File: src/rtl/sdo_sup_pkg.sv
// Shared definitions for the SDO timeout supervisor.
// Contents: supervisor state encoding, limit width and reset value, default retry count.
package sdo_sup_pkg;

  localparam int unsigned LIMIT_W       = 32;
  localparam int unsigned MAX_RETRY_DEF = 3;

  // All-ones keeps the counter stage from ever reaching its limit while idle.
  localparam logic [LIMIT_W-1:0] LIMIT_RST = 32'hFFFF_FFFF;

  typedef enum logic [1:0] {
    IDLE = 2'd0,
    ARM  = 2'd1,
    WAIT = 2'd2
  } state_e;

endpackage

File: src/rtl/limit_backoff_calc.sv
// Next timeout limit calculator (combinational).
// Ports:
//   limit_i      current or sampled limit
//   backoff_i    1: double the limit, saturating at all-ones
//   next_limit_c resulting limit; a zero result is replaced by 1
module limit_backoff_calc
  import sdo_sup_pkg::*;
(
  input  logic [LIMIT_W-1:0] limit_i,
  input  logic               backoff_i,
  output logic [LIMIT_W-1:0] next_limit_c
);

  logic [LIMIT_W-1:0] shifted;

  // Double with saturation, then guard against a zero limit.
  always_comb begin
    shifted = limit_i;
    if (backoff_i) begin
      shifted = limit_i[LIMIT_W-1] ? LIMIT_RST : {limit_i[LIMIT_W-2:0], 1'b0};
    end
    next_limit_c = (shifted == '0) ? LIMIT_W'(1) : shifted;
  end

endmodule

File: src/rtl/sdo_timeout_supervisor.sv
// Supervises one outstanding CAN SDO request/response transaction.
// Arms the downstream timeout counter (enable_timeout/time_limit), watches its
// timeout flag, and re-requests transmission up to MAX_RETRY times before
// reporting failure.
// Optional feature: define TIMEOUT_BACKOFF_EN to double time_limit on every retry.
// Ports:
//   clk, rst        clock, asynchronous active-low reset
//   start_req       request sent, begin supervision (ignored while busy)
//   resp_valid      matching response received
//   cancel          abandon the transaction silently
//   base_limit      timeout in clk cycles, sampled on accepted start_req
//   rst_timeout     timeout flag from the counter stage (may stay high)
//   enable_timeout  counter run-enable
//   time_limit      counter limit
//   retry_req/done_ok/fail  one-cycle status pulses
//   busy            transaction in progress
//   retry_cnt       retries issued in the current transaction
module sdo_timeout_supervisor
  import sdo_sup_pkg::*;
#(
  parameter int unsigned MAX_RETRY = MAX_RETRY_DEF,
  parameter int unsigned RETRY_W   = 2
) (
  input  logic               clk,
  input  logic               rst,
  input  logic               start_req,
  input  logic               resp_valid,
  input  logic               cancel,
  input  logic [LIMIT_W-1:0] base_limit,
  input  logic               rst_timeout,
  output logic               enable_timeout,
  output logic [LIMIT_W-1:0] time_limit,
  output logic               retry_req,
  output logic               done_ok,
  output logic               fail,
  output logic               busy,
  output logic [RETRY_W-1:0] retry_cnt
);

  state_e             state_q, state_d;
  logic               rst_timeout_q;
  logic               enable_q, enable_d;
  logic [LIMIT_W-1:0] limit_q, limit_d;
  logic               retry_req_q, retry_req_d;
  logic               done_ok_q, done_ok_d;
  logic               fail_q, fail_d;
  logic               busy_q, busy_d;
  logic [RETRY_W-1:0] cnt_q, cnt_d;

  logic               timeout_ev;
  logic [LIMIT_W-1:0] calc_limit;
  logic               calc_backoff;
  logic [LIMIT_W-1:0] calc_next;

  // Only a rising edge of the flag is a timeout event.
  assign timeout_ev = rst_timeout & ~rst_timeout_q;

  // In IDLE the calculator cleans up base_limit; otherwise it yields the retry limit.
  assign calc_limit = (state_q == IDLE) ? base_limit : limit_q;
`ifdef TIMEOUT_BACKOFF_EN
  assign calc_backoff = (state_q != IDLE);
`else
  assign calc_backoff = 1'b0;
`endif

  limit_backoff_calc u_calc (
    .limit_i      (calc_limit),
    .backoff_i    (calc_backoff),
    .next_limit_c (calc_next)
  );

  // State and output registers.
  always_ff @(posedge clk or negedge rst) begin
    if (!rst) begin
      state_q       <= IDLE;
      rst_timeout_q <= 1'b0;
      enable_q      <= 1'b0;
      limit_q       <= LIMIT_RST;
      retry_req_q   <= 1'b0;
      done_ok_q     <= 1'b0;
      fail_q        <= 1'b0;
      busy_q        <= 1'b0;
      cnt_q         <= '0;
    end else begin
      state_q       <= state_d;
      rst_timeout_q <= rst_timeout;
      enable_q      <= enable_d;
      limit_q       <= limit_d;
      retry_req_q   <= retry_req_d;
      done_ok_q     <= done_ok_d;
      fail_q        <= fail_d;
      busy_q        <= busy_d;
      cnt_q         <= cnt_d;
    end
  end

  // Next-state and output logic; cancel > resp_valid > timeout event.
  always_comb begin
    state_d     = state_q;
    enable_d    = enable_q;
    limit_d     = limit_q;
    retry_req_d = 1'b0;
    done_ok_d   = 1'b0;
    fail_d      = 1'b0;
    busy_d      = busy_q;
    cnt_d       = cnt_q;

    case (state_q)
      IDLE: begin
        busy_d   = 1'b0;
        enable_d = 1'b0;
        if (start_req) begin
          limit_d = calc_next;
          cnt_d   = '0;
          busy_d  = 1'b1;
          state_d = ARM;
        end
      end

      // Hold off while the previous timeout flag is still high.
      ARM: begin
        enable_d = 1'b0;
        if (cancel) begin
          busy_d  = 1'b0;
          state_d = IDLE;
        end else if (!rst_timeout) begin
          enable_d = 1'b1;
          state_d  = WAIT;
        end
      end

      WAIT: begin
        enable_d = 1'b1;
        if (cancel) begin
          enable_d = 1'b0;
          busy_d   = 1'b0;
          state_d  = IDLE;
        end else if (resp_valid) begin
          done_ok_d = 1'b1;
          enable_d  = 1'b0;
          busy_d    = 1'b0;
          state_d   = IDLE;
        end else if (timeout_ev) begin
          enable_d = 1'b0;
          if (cnt_q < RETRY_W'(MAX_RETRY)) begin
            cnt_d       = cnt_q + RETRY_W'(1);
            retry_req_d = 1'b1;
            limit_d     = calc_next;
            state_d     = ARM;
          end else begin
            fail_d  = 1'b1;
            busy_d  = 1'b0;
            state_d = IDLE;
          end
        end
      end

      default: begin
        enable_d = 1'b0;
        busy_d   = 1'b0;
        state_d  = IDLE;
      end
    endcase
  end

  assign enable_timeout = enable_q;
  assign time_limit     = limit_q;
  assign retry_req      = retry_req_q;
  assign done_ok        = done_ok_q;
  assign fail           = fail_q;
  assign busy           = busy_q;
  assign retry_cnt      = cnt_q;

endmodule

File: config.mk
export PLATFORM = sky130hd
export DESIGN_NAME = sdo_timeout_supervisor
export DESIGN_NICKNAME = d
export VERILOG_FILES = /design/src/rtl/sdo_sup_pkg.sv /design/src/rtl/limit_backoff_calc.sv /design/src/rtl/sdo_timeout_supervisor.sv
export SDC_FILE = /design/constraint.sdc
export NUM_CORES = 1
export LEC_CHECK = 0
export ABC_AREA = 0
export CORE_MARGIN = 4
export CORE_UTILIZATION = 44
export CTS_CLUSTER_DIAMETER = 200
export DETAILED_ROUTE_END_ITERATION = 10
export GPL_TIMING_DRIVEN = 0
export PLACE_DENSITY = 0.78
export SYNTH_ARGS = -nofsm -noshare
export SYNTH_HDL_FRONTEND = slang
export SYNTH_SLANG_ARGS = --single-unit
File: constraint.sdc
create_clock -name clk -period 2.17 [get_ports clk]
set_clock_uncertainty 0.15 [all_clocks]
set_input_delay 0.434 -clock clk [delete_from_list [all_inputs] [get_ports clk]]
set_output_delay 0.434 -clock clk [all_outputs]
set_load 0.03 [all_outputs]
==> results of run 1 <==
==> timing repair <==
item,4_1_cts,5_1_grt
endpoints found under the hold margin,10,0
pin swaps,1,1
endpoints found under the setup margin,30,36
cloned,0,0
resized for setup,2,10
buffers inserted,2,1
hold buffers,1,0
==> cell families after synthesis <==
| family | synth area share, % |
|---|---|
| flip-flops | 54.2 |
| AO/OA/AOI/OAI | 7.89 |
| AND/OR/NAND/NOR | 13.8 |
| multiplexers | 17.8 |
| adder cells (fa/ha/maj) | 3.11 |
| buffers and inverters | 3.17 |
==> cell type report <==
cell class | count | share of cell area [%]
well taps | 52 | 2.16
flip-flops and latches | 42 | 36.2
plain buffers | 4 | 1.74
repair buffers | 81 | 27.1
inverters | 5 | 0.622
clock inverters | 1 | 0.166
clock buffers | 7 | 2.86
multi-input cells | 102 | 29.2
==> report_power, final <==
part | total [W] | internal (W) | switching [W] | leakage [nW]
Clock | 0.000526 | 0.000257 | 0.000269 | 0.0482
Sequential | 0.00162 | 0.00135 | 0.000275 | 0.468
Combinational | 0.00232 | 0.00112 | 0.00120 | 0.658
==> registers in the layout, summed over array words and instances (netlist names) <==
register        count
time_limit         32
retry_cnt           2
state_q             2
busy                1
done_ok             1
enable_timeout      1
fail                1
retry_req           1
rst_timeout_q       1
==> cell usage after synthesis <==
master | n | area (sq um)
o2bb2ai_1 | 1 | 8.76
and3b_1 | 2 | 17.5
nor4b_1 | 1 | 8.76
or3_4 | 1 | 11.3
nand2b_2 | 1 | 8.76
dfstp_2 | 32 | 841
or4_1 | 5 | 37.5
o221ai_1 | 1 | 8.76
o31a_1 | 2 | 17.5
nand2b_1 | 3 | 18.8
a21oi_1 | 3 | 15.0
or3b_2 | 1 | 8.76
nand3b_1 | 1 | 7.51
nor2b_1 | 1 | 6.26
and2b_2 | 1 | 8.76
buf_6 | 3 | 33.8
a211o_2 | 1 | 10.0
nand4_1 | 2 | 12.5
o31ai_1 | 1 | 7.51
buf_4 | 1 | 7.51
inv_1 | 5 | 18.8
ha_1 | 5 | 62.6
o311a_1 | 1 | 10.0
nor3_2 | 1 | 10.0
nor4_1 | 8 | 50.1
o21ai_0 | 3 | 15.0
mux2_2 | 29 | 327
nor3b_1 | 1 | 7.51
o21ai_1 | 1 | 5.00
o41ai_1 | 1 | 8.76
a211oi_1 | 2 | 15.0
mux2_1 | 2 | 22.5
dfrtp_1 | 10 | 250
clkbuf_1 | 1 | 3.75
mux2i_1 | 1 | 10.0
nor2_1 | 5 | 18.8
o31ai_4 | 1 | 21.3
nand2_1 | 8 | 30.0
o22ai_1 | 1 | 6.26
a32o_1 | 1 | 10.0
nor3_1 | 3 | 15.0
==> per-layer routing <==
layer	track usage [%]	up-vias	part of all wire, %	wire [um]
met5	0	-	0	0
met4	7.77	0	1.7	80
met3	6.99	8	9.6	467
met2	28.6	60	46	2230
met1	20.9	741	43	2070
li1	-	749	-	-
==> how the worst min path moves through the flow <==
stage	endpoint	slack, ns	cells after the start
floorplan	busy$_DFFE_PN0P_	-0.01	0
global placement	busy$_DFFE_PN0P_	0.32	2
detailed placement	enable_timeout$_DFF_PN0_	0.08	1
CTS	enable_timeout$_DFF_PN0_	0.30	2
global route	enable_timeout$_DFF_PN0_	0.31	2
finish	enable_timeout$_DFF_PN0_	0.30	2
==> metrics by stage <==
stage	TNS, ns	worst slack [ns]	instance area, sq um
after floorplan	0	0.0286	2010
after global placement	-20.03	-0.689	2840
after detailed placement	-11.09	-0.349	2860
after CTS	0	0.00964	2970
after global routing	-0.00104	-0.00104	3020
final	0	0.0485	3020
==> flow_summary.ini, run 1 <==
[outcome]
status = complete, no violations

[grt]
grt-ovfl-total = 0
gr-usage-all-layers_pct = 17.7
antenna_found_initial = 0
grt_max_degree = 42
grt_pass1_vias = 1685
grt_pass1_wl_um = 7510

[route]
ant_nets = 0
wirelength_um = 4850
wl_per_cell_um = 16.5
via_count = 1558
drc = 0
vias_per_cell = 5.30
first_pass_iters = 4
first_iter_violations = 43

[critical_path]
crit_type = reg -> out
critPathLaunchType = flip-flop
reg2reg_slack_ns = 0.08
cp_data_required_time_ns = 1.59
r2r_start = retry_cnt[0]$_DFFE_PN0P_
slowest_delay_ns = 0.68
cp.depth = 1
crit_fanout = 3
setup.worst_path.end_class = primary output
reg2reg_to = time_limit[31]$_DFFE_PN1P_
crit_path_end = time_limit[24]
cp_num_buf_inv = 1
critical_path.startpoint = time_limit[24]$_DFFE_PN1P_
slowest_stage = clkdlybuf4s50_1
cpLargestDelayFamily = buffers and inverters
ff2ff_path_depth = 6
crit_arrival_ns = 1.54
worstPathCellList = clkdlybuf4s50_1

[die]
start_util_pct = 45.9
die-area_sq_um = 5720
die_w_um = 75.6
ios = 77
fp.dieH_um = 75.6
row_count = 24
coreArea_sq_um = 4380

[place]
place_hpwl_um = 3680
place_congestion = 0.734
port-buffer-count = 76
dp.cells = 283

[synthesis]
avgSynthCellArea_sq_um = 13.1
ys_ff_latch = 42
seq_area_frac_synth_pct = 54.2
syn_nets = 197
ys_warn_count = 0
yosysUniqueCellTypes = 41
synthesis.area_sq_um = 2010
netlist_instances = 154

[finish]
fin_nets = 284
final_core_util_pct = 68.8
final_common_cell = clkdlybuf4s50_1
syn2layout_area_growth_pct = 49.8
multiInputGateArea_sq_um = 880
fill_cells = 329
post_route_cells_drive_above_1_share_pct = 36.4
regArea_sq_um = 1090
diodes = 0
final_cell_count_no_fill = 294
final_cell_mix = clkdlybuf4s50_1 (72), dfstp_2 (32), mux2_2 (29)

[clocking]
htree_levels = 2
cts_buffers = 5
cts_buffer_depth = 2
cts_tree = done
clk_pin_slew_ns = 0.08
insertion_delay_ns = 0.30
root_buffer = clkbuf_8
clock-sinks = 42

[timing]
final_hold_viol_count = 0
finalWorstPathRequiredPeriod_ns = 2.12
worstMarginPinSlew_ns = 0.351
fmax_ghz = 0.471
timing.final.max_slew_violations = 0
whs_ns = 0.304
slew_headroom_pct = 76.5
fin_crit_sh_pct = 97.8
setup_violations = 0

[power_and_ir_drop]
finalPower_w = 0.00447
irDropWorstVdd_uv = 896
leakage_nw = 1.17
power.density_nw_per_um2 = 1480

[run]
drv_cap = 0

[worst_hold_path]
hold_class = in -> async
Note: power is estimated with default switching activity, not from simulation.
==> run 2: changes to the inputs <==
Settings changed: RECOVER_POWER set to 100.
==> flow_summary.ini, run 2 (same netlist as run 1, synthesis figures left out) <==
[critical_path]
crit_fanout = 3
slowest_stage = clkdlybuf4s50_1
crit_type = reg -> out
cp_data_required_time_ns = 1.59
critPathLaunchType = flip-flop
worstPathCellList = clkdlybuf4s50_1
cp_num_buf_inv = 1
setup.worst_path.end_class = primary output
slowest_delay_ns = 0.68
cpLargestDelayFamily = buffers and inverters
crit_arrival_ns = 1.54

[route]
first_iter_violations = 35
vias_per_cell = 5.28
via_count = 1553
drc = 0
first_pass_iters = 4
ant_nets = 0
wirelength_um = 4850
wl_per_cell_um = 16.5

[clocking]
insertion_delay_ns = 0.30
clk_pin_slew_ns = 0.08
clock-sinks = 42
root_buffer = clkbuf_8
cts_tree = done
cts_buffer_depth = 2
cts_buffers = 5
htree_levels = 2

[timing]
final_hold_viol_count = 0
fin_crit_sh_pct = 97.7
timing.final.max_slew_violations = 0
slew_headroom_pct = 34.7
worstMarginPinSlew_ns = 0.980
setup_violations = 0
setup_ws_ns = 0.0502
finalWorstPathRequiredPeriod_ns = 2.12
fmax_ghz = 0.472
finalSetupTns_ns = 0

[grt]
grt_max_degree = 42
grt_pass1_wl_um = 7510
grt-ovfl-total = 0
grt_pass1_vias = 1685
antenna_found_initial = 0
gr-usage-all-layers_pct = 17.7

[die]
die-area_sq_um = 5720
coreArea_sq_um = 4380
die_w_um = 75.6
fp.dieH_um = 75.6
row_count = 24
ios = 77
start_util_pct = 45.9

[finish]
largest_reg_flops = 32
final_area_sq_um = 3000
final_common_cell = clkdlybuf4s50_1
diodes = 0
fill_cells = 332
final_core_util_pct = 68.4
fin_nets = 284
syn2layout_area_growth_pct = 49.0
post_route_cells_drive_above_1_share_pct = 36.0
final_cell_mix = clkdlybuf4s50_1 (72), dfstp_2 (32), mux2_2 (29)

[outcome]
status = complete, no violations

[power_and_ir_drop]
leakage_nw = 1.17
finalPower_w = 0.00447
power.density_nw_per_um2 = 1490
irDropWorstVdd_uv = 896

[place]
place_hpwl_um = 3680
pre_cts_slack_ns = -0.349
dpl_cell_area_sq_um = 2860
place_congestion = 0.734
port-buffer-count = 76

[run]
drv_cap = 0

[worst_hold_path]
hold_class = in -> async
-- run 2: cell types whose count changed in the layout (fill, tap and decap cells not counted), sizes merged --
cell,previous run,this run
clkbuf,7,9
buf,9,7
-- run 2: final timing paths --
path,from,endpoint,slack (ns),depth (start not counted)
min reg2reg,busy$_DFFE_PN0P_,busy$_DFFE_PN0P_,0.35,2
min in group clk,busy$_DFFE_PN0P_,busy$_DFFE_PN0P_,0.35,2
max reg2reg,retry_cnt[0]$_DFFE_PN0P_,time_limit[31]$_DFFE_PN1P_,0.08,6
max in group asynchronous,rst,retry_cnt[0]$_DFFE_PN0P_,0.41,3
max,time_limit[24]$_DFFE_PN1P_,time_limit[24],0.05,1
min,rst,enable_timeout$_DFF_PN0_,0.29,2
-- run 2: layer usage --
layer,global-route usage (%),up-vias,routed length [um]
met5,0,-,0
met4,7.77,0,80
met3,6.99,8,484
met2,28.6,62,2220
met1,20.9,734,2060
li1,-,749,-
-- run 2: through the flow --
step                      cells  hold WS, ns
after floorplan             154      -0.0116
after global placement      282        0.316
after detailed placement    283       0.0826
after CTS                   294        0.300
after global routing        294        0.298
final                       294        0.285
-- run 2: final cells by class --
cell class                 count  area (sq um)  share of cell area, %
tap                           52          65.1                   2.17
clock buffer                   7          86.3                   2.88
clock inverter                 1          5.00                  0.167
timing repair buffer          81           800                   26.7
sequential                    42          1090                   36.4
multi-input combinational    102           880                   29.3
buffer                         4          52.6                   1.75
inverter                       5          18.8                  0.626
-- run 2: power breakdown --
group	switching, W	total (W)	internal [W]
Sequential	0.000276	0.00162	0.00135
Combinational	0.00120	0.00232	0.00112
Clock	0.000268	0.000525	0.000257
-- run 2: repair_timing --
action | CTS | global route
gates resized for setup | 2 | 10
hold endpoints to repair | 10 | 0
setup buffers | 2 | 1
cloned | 0 | 0
hold buffers | 1 | 0
pin swaps | 1 | 1
setup endpoints to repair | 30 | 36
-- run 2: worst reg2reg max path, stage by stage (launching register included) --
cell and delay (ns):
dfrtp_2 0.45, ha_4 0.19, or3_4 0.35, o31ai_4 0.23, buf_6 0.17, buf_8 0.15, mux2_2 0.34
==> run 3: changes to the inputs <==
Settings changed: CAP_MARGIN set to 10.
==> results of run 3 <==
Same layout as run 2: the final DEF is identical, and so are final timing and power.
